==> src/rtl/d_reg_chain.sv <==
// Enable-gated register chain with per-stage valid bits, fill count, clear and parallel load.
// Optional transparent bypass on q is built when D_REG_CHAIN_BYPASS_EN is defined.
module d_reg_chain #(
  parameter int               WIDTH     = 8,
  parameter int               DEPTH     = 4,
  parameter logic [WIDTH-1:0] RESET_VAL = '0,
  localparam int              CW        = $clog2(DEPTH + 1)
) (
  input  logic                   i_clk,
  input  logic                   i_rst_n,
  input  logic                   i_en,
  input  logic                   i_clr,
  input  logic                   i_load,
  input  logic [WIDTH-1:0]       i_d,
  input  logic [WIDTH*DEPTH-1:0] i_par_d,
`ifdef D_REG_CHAIN_BYPASS_EN
  input  logic                   i_bypass,
`endif
  output logic [WIDTH-1:0]       o_q,
  output logic                   o_q_valid,
  output logic [WIDTH*DEPTH-1:0] o_taps,
  output logic [CW-1:0]          o_fill_cnt,
  output logic                   o_full
);

  logic [WIDTH-1:0] r_stage [DEPTH];
  logic             r_vld   [DEPTH];
  logic [CW-1:0]    r_fill_cnt;

  logic [WIDTH-1:0] w_stage_in [DEPTH];
  logic             w_vld_in   [DEPTH];
  logic             w_fill_inc;

  genvar gi;
  generate
    for (gi = 0; gi < DEPTH; gi++) begin : g_stage
      // Stage 0 takes serial input; every later stage takes its predecessor.
      if (gi == 0) begin : g_head
        assign w_stage_in[gi] = i_d;
        assign w_vld_in[gi]   = 1'b1;
      end else begin : g_body
        assign w_stage_in[gi] = r_stage[gi-1];
        assign w_vld_in[gi]   = r_vld[gi-1];
      end

      always_ff @(posedge i_clk or negedge i_rst_n) begin
        if (!i_rst_n) begin
          r_stage[gi] <= RESET_VAL;
          r_vld[gi]   <= 1'b0;
        end else if (i_clr) begin
          r_stage[gi] <= RESET_VAL;
          r_vld[gi]   <= 1'b0;
        end else if (i_load) begin
          r_stage[gi] <= i_par_d[gi*WIDTH +: WIDTH];
          r_vld[gi]   <= 1'b1;
        end else if (i_en) begin
          r_stage[gi] <= w_stage_in[gi];
          r_vld[gi]   <= w_vld_in[gi];
        end
      end

      assign o_taps[gi*WIDTH +: WIDTH] = r_stage[gi];
    end
  endgenerate

  // A word leaving the tail balances the word entering the head, so the count only
  // moves while the tail is still empty; the DEPTH guard keeps it from wrapping.
  assign w_fill_inc = !r_vld[DEPTH-1] && (r_fill_cnt != CW'(DEPTH));

  always_ff @(posedge i_clk or negedge i_rst_n) begin
    if (!i_rst_n) begin
      r_fill_cnt <= '0;
    end else if (i_clr) begin
      r_fill_cnt <= '0;
    end else if (i_load) begin
      r_fill_cnt <= CW'(DEPTH);
    end else if (i_en && w_fill_inc) begin
      r_fill_cnt <= r_fill_cnt + CW'(1);
    end
  end

  assign o_fill_cnt = r_fill_cnt;
  assign o_full     = (r_fill_cnt == CW'(DEPTH));

`ifdef D_REG_CHAIN_BYPASS_EN
  // Bypass is transparent like the old latch, but reset still forces q to RESET_VAL.
  assign o_q       = !i_rst_n ? RESET_VAL : (i_bypass ? i_d : r_stage[DEPTH-1]);
  assign o_q_valid = !i_rst_n ? 1'b0 : (i_bypass | r_vld[DEPTH-1]);
`else
  assign o_q       = r_stage[DEPTH-1];
  assign o_q_valid = r_vld[DEPTH-1];
`endif

endmodule

==> config.mk <==
export PLATFORM = sky130hd
export DESIGN_NAME = d_reg_chain
export DESIGN_NICKNAME = d
export VERILOG_FILES = /design/src/rtl/d_reg_chain.sv
export SDC_FILE = /design/constraint.sdc
export NUM_CORES = 1
export LEC_CHECK = 0
export CORE_MARGIN = 4
export CORE_UTILIZATION = 42
export DETAILED_ROUTE_END_ITERATION = 16
export PLACE_DENSITY = 0.91
export SLEW_MARGIN = 25
export SYNTH_ARGS = -nofsm -noshare
export SYNTH_HDL_FRONTEND = slang
export SYNTH_SLANG_ARGS = --single-unit
==> constraint.sdc <==
create_clock -name i_clk -period 1.5 [get_ports i_clk]
set_clock_uncertainty 0.2 [all_clocks]
set_input_delay 0.375 -clock i_clk [delete_from_list [all_inputs] [get_ports i_clk]]
set_output_delay 0.375 -clock i_clk [all_outputs]
set_load 0.01 [all_outputs]
==> summary.txt <==
Finish
  • Syn-to-layout area delta: 52.11%
  • Layout net count: 345
  • Commonest non-fill, non-tap cell in the layout: clkdlybuf4s50_1
  • Count of non-filler cells in the finished layout: 366
  • ANT cells: 0
  • Filler Cells Inserted: 410
  • Layout cell share with drive strength beyond 1: 43.81%
  • Fin util: 66.85%
  • Most frequent cells in the layout: clkdlybuf4s50_1 (41), dfrtp_1 (39), nor2_1 (36), mux2_2 (32), mux2i_1 (32)

Clock tree
  • TritonCTS clock tree: done
  • TritonCTS Buffers: 5
  • Clock Tree Buf Depth: 2
  • CTS clock-pin slew for the worst setup and hold paths: 70 ps
  • H-tree lvl count: 2
  • CTS sink count: 39
  • Later-pin clock latency in the skew report: 280 ps
  • Root buffer cell: clkbuf_8

Power
  • PwrDens: 799.4 mW/mm²
  • Cell leakage power: 1.640 nW
  • VDD IR-drop max: 456.6 µV

Drt
  • Initial DRC Count: 48
  • Top Layer Used: met4
  • Final WL: 5373 µm
  • Met3 wire len: 363 µm
  • Vias: 1,757
  • DR pass1 iterations: 4
  • Vias per cell: 4.801
  • Post-route ant nets: 0
  • WL/cell: 14.68 µm
  • Met1 Routed Length: 2264 µm
  • Routed wl met2: 2713 µm
  • Post-route DRC: 0

Timing
  • WHS: 299.8 ps
  • Minimum clock period: 1681 ps
  • Slew Limit Headroom: 75.64%
  • Slew Limit Fails: 0
  • Tightest Pin Transition: 365.4 ps
  • Period Utilization, post-route: 112.1%
  • RSZ-0062 raised after global routing: true
  • Final setup margin: -181.3 ps
  • # setup viols final: 2
  • F_max: 0.5948 GHz
  • Final Hold Viols: 0

Placement
  • DP Wirelength: 3974 µm
  • RD Place Congestion: 0.7550
  • I/O Buffers: 89
  • Placed cell count: 346

Die
  • Chip height: 78.77 µm
  • IO Pins: 90
  • Starting density of the core: 43.95%
  • # rows: 25
  • Die W: 78.77 µm
  • Core area: 0.004786 mm²
  • Die area: 0.006204 mm²

Critical path
  • Slowest cell on crit path: dfrtp_1
  • Crit-path max FO: 2
  • CP bufs+invs: 3
  • Cell family with most CP delay: flip-flops
  • R2R cell count: 7
  • Worst EP arrival: 1110 ps
  • Slowest stage delay, CP: 390 ps
  • Setup Crit Path Kind: register to output port
  • CP required: 920 ps
  • Crit path capture type: output port
  • Crit start category: register
  • CP Cell Sequence: inv_1, ha_4, nand2_2, inv_2, buf_6
  • Crit path depth: 5

Outcome
  • Failing checks: negative setup slack
  • Outcome: complete, but fails checks

Synth
  • Synthesized Nets: 232
  • Flop and latch count out of synthesis: 39
  • Synthesized instance count: 185
  • Avg Synthesized Cell Area: 11.37 µm²
  • Sequential area share after synthesis: 46.40%
  • Ys async rst share: 100.0%
  • Ys Warns: 0
  • Distinct cells, synth: 23
  • Post-synth top flop: dfrtp_1
  • Mapped cell area: 0.002103 mm²
  • Number of synthesized flops with an enable pin: 0

Hold path
  • Hold Path Class: register to register
  • Hold depth: 2

GRT
  • Total grt overflow: 0
  • Global Route Usage Sum: 17.67%
  • First-pass GRT wire length: 8694 µm
  • Largest net degree at the start of global routing: 27
  • Vias in the first global route: 1,790
  • Initial antenna violation count: 0

Job
  • Max_cap viols: 0
worst register-to-register path: cells and delay by family, from the launching register on:
family | cells | cell delay (ps)
and+or+nand+nor | 1 | 60
adders and majority gates | 1 | 160
buffers and inverters | 3 | 240
AOI/OAI and AO/OA | 2 | 280
DFF | 1 | 360
synth_stat cells (2+ instances only):
cell | n | area (µm²)
a211oi_1 | 4 | 30.03
nor2b_1 | 3 | 18.77
mux2i_1 | 32 | 320.3
inv_1 | 3 | 11.26
clkbuf_1 | 4 | 15.01
buf_6 | 4 | 45.04
a21oi_1 | 2 | 10.01
mux2_2 | 32 | 360.4
dfrtp_1 | 39 | 975.9
nand3_1 | 2 | 10.01
nor2_1 | 36 | 135.1
ha_1 | 2 | 25.02
buf_4 | 10 | 75.07
buf_2 | 2 | 10.01
o21ai_0 | 2 | 10.01
sequential cells by signal, summed over array words and instances, names as in the netlist:
register and cells:
o_fill_cnt 3, o_q 8, o_q_valid 1, o_taps 24, r_vld 3
power breakdown:
group          internal, W  leakage [nW]  switching [W]  total, W
registers          0.00112         0.512      0.0000401   0.00116
logic             0.000377          1.08       0.000264  0.000642
clock network     0.000420        0.0515       0.000340  0.000759
total              0.00191          1.64       0.000644   0.00256
area by class of cell:
| class | count | area [µm²] | area share [%] |
|---|---|---|---|
| tap | 67 | 83.83 | 2.620 |
| inverter | 3 | 11.26 | 0.3520 |
| timing repair buffer | 127 | 1042 | 32.58 |
| multi-input combinational | 122 | 985.9 | 30.82 |
| clock buffer | 8 | 100.1 | 3.129 |
| sequential | 39 | 975.9 | 30.50 |
stage by stage:
stage | TNS [ps] | power, W | worst slack (ps) | cell area (µm²)
after detailed placement | -2710 | 0.001860 | -351.5 | 3183
after global placement | -1645 | 0.001842 | -320.6 | 3183
final | -184.7 | 0.002558 | -181.3 | 3199
after floorplan | 0 | 0.001475 | 87.19 | 2103
after CTS | -197.8 | 0.002612 | -197.8 | 3362
after global routing | -333.6 | 0.002696 | -240.7 | 3199
cell families (layout without fill, tap and decap cells):
logic type,count (synthesis),after routing,synth area share [%]
AND/OR/NAND/NOR,47,47,9.578
multiplexers,64,64,32.36
AO/OA/AOI/OAI,9,9,2.796
adder cells (fa/ha/maj),2,2,1.190
flip-flops,39,39,46.40
buffers and inverters,24,138,7.673
per-layer routing:
metal  vias up  global-route usage, %
met4         0                  3.147
met5         -                      0
met3         4                  5.442
met2        53                  30.05
met1       846                  22.36
li1        854                      -
final timing paths:
path,startpoint,to,slack [ps]
max,o_fill_cnt[1]$_DFFE_PN0P_,o_full,-180
min,r_vld[3]$_DFFE_PN0P_,r_vld[3]$_DFFE_PN0P_,300
max reg2reg,o_fill_cnt[1]$_DFFE_PN0P_,o_fill_cnt[0]$_DFFE_PN0P_,70
min reg2reg,r_vld[3]$_DFFE_PN0P_,r_vld[3]$_DFFE_PN0P_,300
max in group asynchronous,i_rst_n,o_fill_cnt[1]$_DFFE_PN0P_,290
min in group asynchronous,i_rst_n,o_taps[5]$_DFFE_PN0P_,350
what timing repair did:
action,4_1_cts,5_1_grt
gates resized for setup,122,43
pin swaps,1,1
hold buffers,1,0
endpoints found under the setup margin,45,43
setup buffers,8,4
endpoints found under the hold margin,14,0
Note: power is estimated with default switching activity, not from simulation.
==> patch (same flow settings) <==
Make the reset (`i_rst_n`) synchronous in 2 clocked blocks.
--- a/src/rtl/d_reg_chain.sv
+++ b/src/rtl/d_reg_chain.sv
@@ -44,5 +44,5 @@
       end
 
-      always_ff @(posedge i_clk or negedge i_rst_n) begin
+      always_ff @(posedge i_clk) begin
         if (!i_rst_n) begin
           r_stage[gi] <= RESET_VAL;
@@ -68,5 +68,5 @@
   assign w_fill_inc = !r_vld[DEPTH-1] && (r_fill_cnt != CW'(DEPTH));
 
-  always_ff @(posedge i_clk or negedge i_rst_n) begin
+  always_ff @(posedge i_clk) begin
     if (!i_rst_n) begin
       r_fill_cnt <= '0;
Function: differs if i_rst_n is asserted again (counterexample within 4 cycles, from zero or initial values and one cycle with i_rst_n low); with i_rst_n held inactive, the same outputs for 10 cycles.
==> patch against the original RTL <==
The run still ends with negative setup slack left. Fmax up 3.0%. Clock power down 16%. Synthesized area down 15%. Worst hold slack better by 0.026 ns. Sequential cell count unchanged. Cell count down 20%. Global-route usage up 2.2 points. Setup slack better by 0.049 ns. Cell area down 9.4%. Non-clock buffer count up 2. Total power down 8.4%. First-iteration DRC count up 77%. Register-to-register slack worse by 0.03 ns. Routed wire length up 6.3%.
==> patch: results (changes against the original RTL) <==
\begin{tabular}{lr}
\hline
Metric & Value \\
\hline
\multicolumn{2}{l}{\textbf{Yosys}} \\
\quad Syn nets & 166 (-28\%) \\
\quad Top cells by count, synth & sky130\_fd\_sc\_hd\_\_edfxtp\_1 (35), sky130\_fd\_sc\_hd\_\_a22o\_1 (28), sky130\_fd\_sc\_hd\_\_buf\_4 (8) \\
\quad Post-Syn Area per Cell & 15.1 um2 (+33\%) \\
\quad Top area cells in the synthesized netlist & sky130\_fd\_sc\_hd\_\_edfxtp\_1 (59\%), sky130\_fd\_sc\_hd\_\_a22o\_1 (14\%), sky130\_fd\_sc\_hd\_\_dfxtp\_1 (4.5\%), sky130\_fd\_sc\_hd\_\_buf\_4 (3.3\%), sky130\_fd\_sc\_hd\_\_buf\_6 (2.5\%) \\
\quad EDFF count, synth & 35 (+35) \\
\quad Sequential-to-total area share from yosys stat & 63.1\% (+17 points) \\
\multicolumn{2}{l}{\textbf{Critical path}} \\
\quad Stage delay of the slowest cell on the critical path & 0.35 ns (-0.04 ns) \\
\multicolumn{2}{l}{\textbf{Routing}} \\
\quad Detailed-route wire length per cell & 19.4 um (+32\%) \\
\quad Violation count after the first detailed-route iteration & 85 (+77\%) \\
\quad Ratio of routed vias to standard cells & 5.34 (+11\%) \\
\multicolumn{2}{l}{\textbf{Final layout}} \\
\quad Share of post-route cells with drive strength above 1 & 48.8\% (+5.0 points) \\
\quad Fill cell instance count of the final layout & 297 (-28\%) \\
\quad Number of nets in the finished design & 291 (-16\%) \\
\quad Final standard cell count with taps included and fillers excluded & 294 (-20\%) \\
\multicolumn{2}{l}{\textbf{Placed design}} \\
\quad Cell Count Post-Placement & 259 (-25\%) \\
\quad Area post-placement & 2740 um2 (-14\%) \\
\quad Placer congestion estimate & 0.930 (+23\%) \\
\multicolumn{2}{l}{\textbf{Global routing}} \\
\quad First-pass GRT wire length & 7.89 mm (-9.2\%) \\
\quad Maximum number of pins on one net before global-route repair & 35 (+30\%) \\
\quad Overall routing resource usage & 19.9\% (+2.2 points) \\
\multicolumn{2}{l}{\textbf{STA}} \\
\quad Final number of setup-violating endpoints & 1 (-1) \\
\quad Crit path setup slack, layout & -0.132 ns (+0.0491 ns) \\
\multicolumn{2}{l}{\textbf{Outcome}} \\
\quad Outcome & finished with violations \\
\quad Violations in the final reports & negative setup slack \\
\multicolumn{2}{l}{\textbf{Pwr}} \\
\quad Standby leakage power & 1.34 nW (-18\%) \\
\multicolumn{2}{l}{\textbf{Min path}} \\
\quad Worst hold path type & in2reg \\
\quad Source of the worst hold timing path & i\_en \\
\quad Worst Hold End & r\_vld[0][0] \\
\hline
\end{tabular}
-- patch: cell type report --
| type | instances | area [um2] | area share [%] |
|---|---|---|---|
| Clock buffer | 5 | 68.8 | 2.37 |
| Clock inverter | 2 | 8.76 | 0.302 |
| Inverter | 3 | 11.3 | 0.388 |
| Multi-Input combinational cell | 66 | 593 | 20.5 |
| Sequential cell | 39 | 1130 | 39.1 |
| Tap cell | 50 | 62.6 | 2.16 |
| Timing Repair Buffer | 129 | 1020 | 35.2 |
-- patch: worst max-delay path, delay by kind of cell (launching register included) --
family,cells,cell delay [ns]
flip-flops,1,0.35
buffers and inverters,3,0.20
adder cells (fa/ha/maj),1,0.16
AND/OR/NAND/NOR,1,0.06
-- patch: power by group through the flow --
stage	combinational [mW]	clock [mW]	sequential (mW)
after floorplan	0.117	0	1.32
after global placement	0.402	0	1.30
after detailed placement	0.410	0	1.30
after CTS	0.417	0.652	1.27
after global routing	0.455	0.692	1.28
final	0.429	0.641	1.27
-- patch: timing repair --
action / CTS / global route
pin swaps: 3 / 6
cloned: 5 / 2
endpoints found under the setup margin: 118 / 63
hold buffers: 0 / 0
buffers inserted: 12 / 11
gates resized for setup: 167 / 37
-- patch: logic make-up (layout without fill, tap and decap cells) --
| kind of cell | Yosys count | in the layout | synth area share, % |
|---|---|---|---|
| compound gates | 40 | 40 | 18.7 |
| fa+ha+maj | 2 | 2 | 1.40 |
| buf+inv | 19 | 139 | 9.28 |
| flops | 39 | 39 | 63.1 |
| simple gates | 19 | 24 | 7.54 |
-- patch: layer usage --
layer | vias up | track usage (%) | share of wire, %
met3 | 15 | 5.75 | 9.8
met4 | 0 | 8.65 | 2.9
met1 | 746 | 21.7 | 37
met5 | - | 0 | 0
met2 | 93 | 35.7 | 50
li1 | 715 | - | -
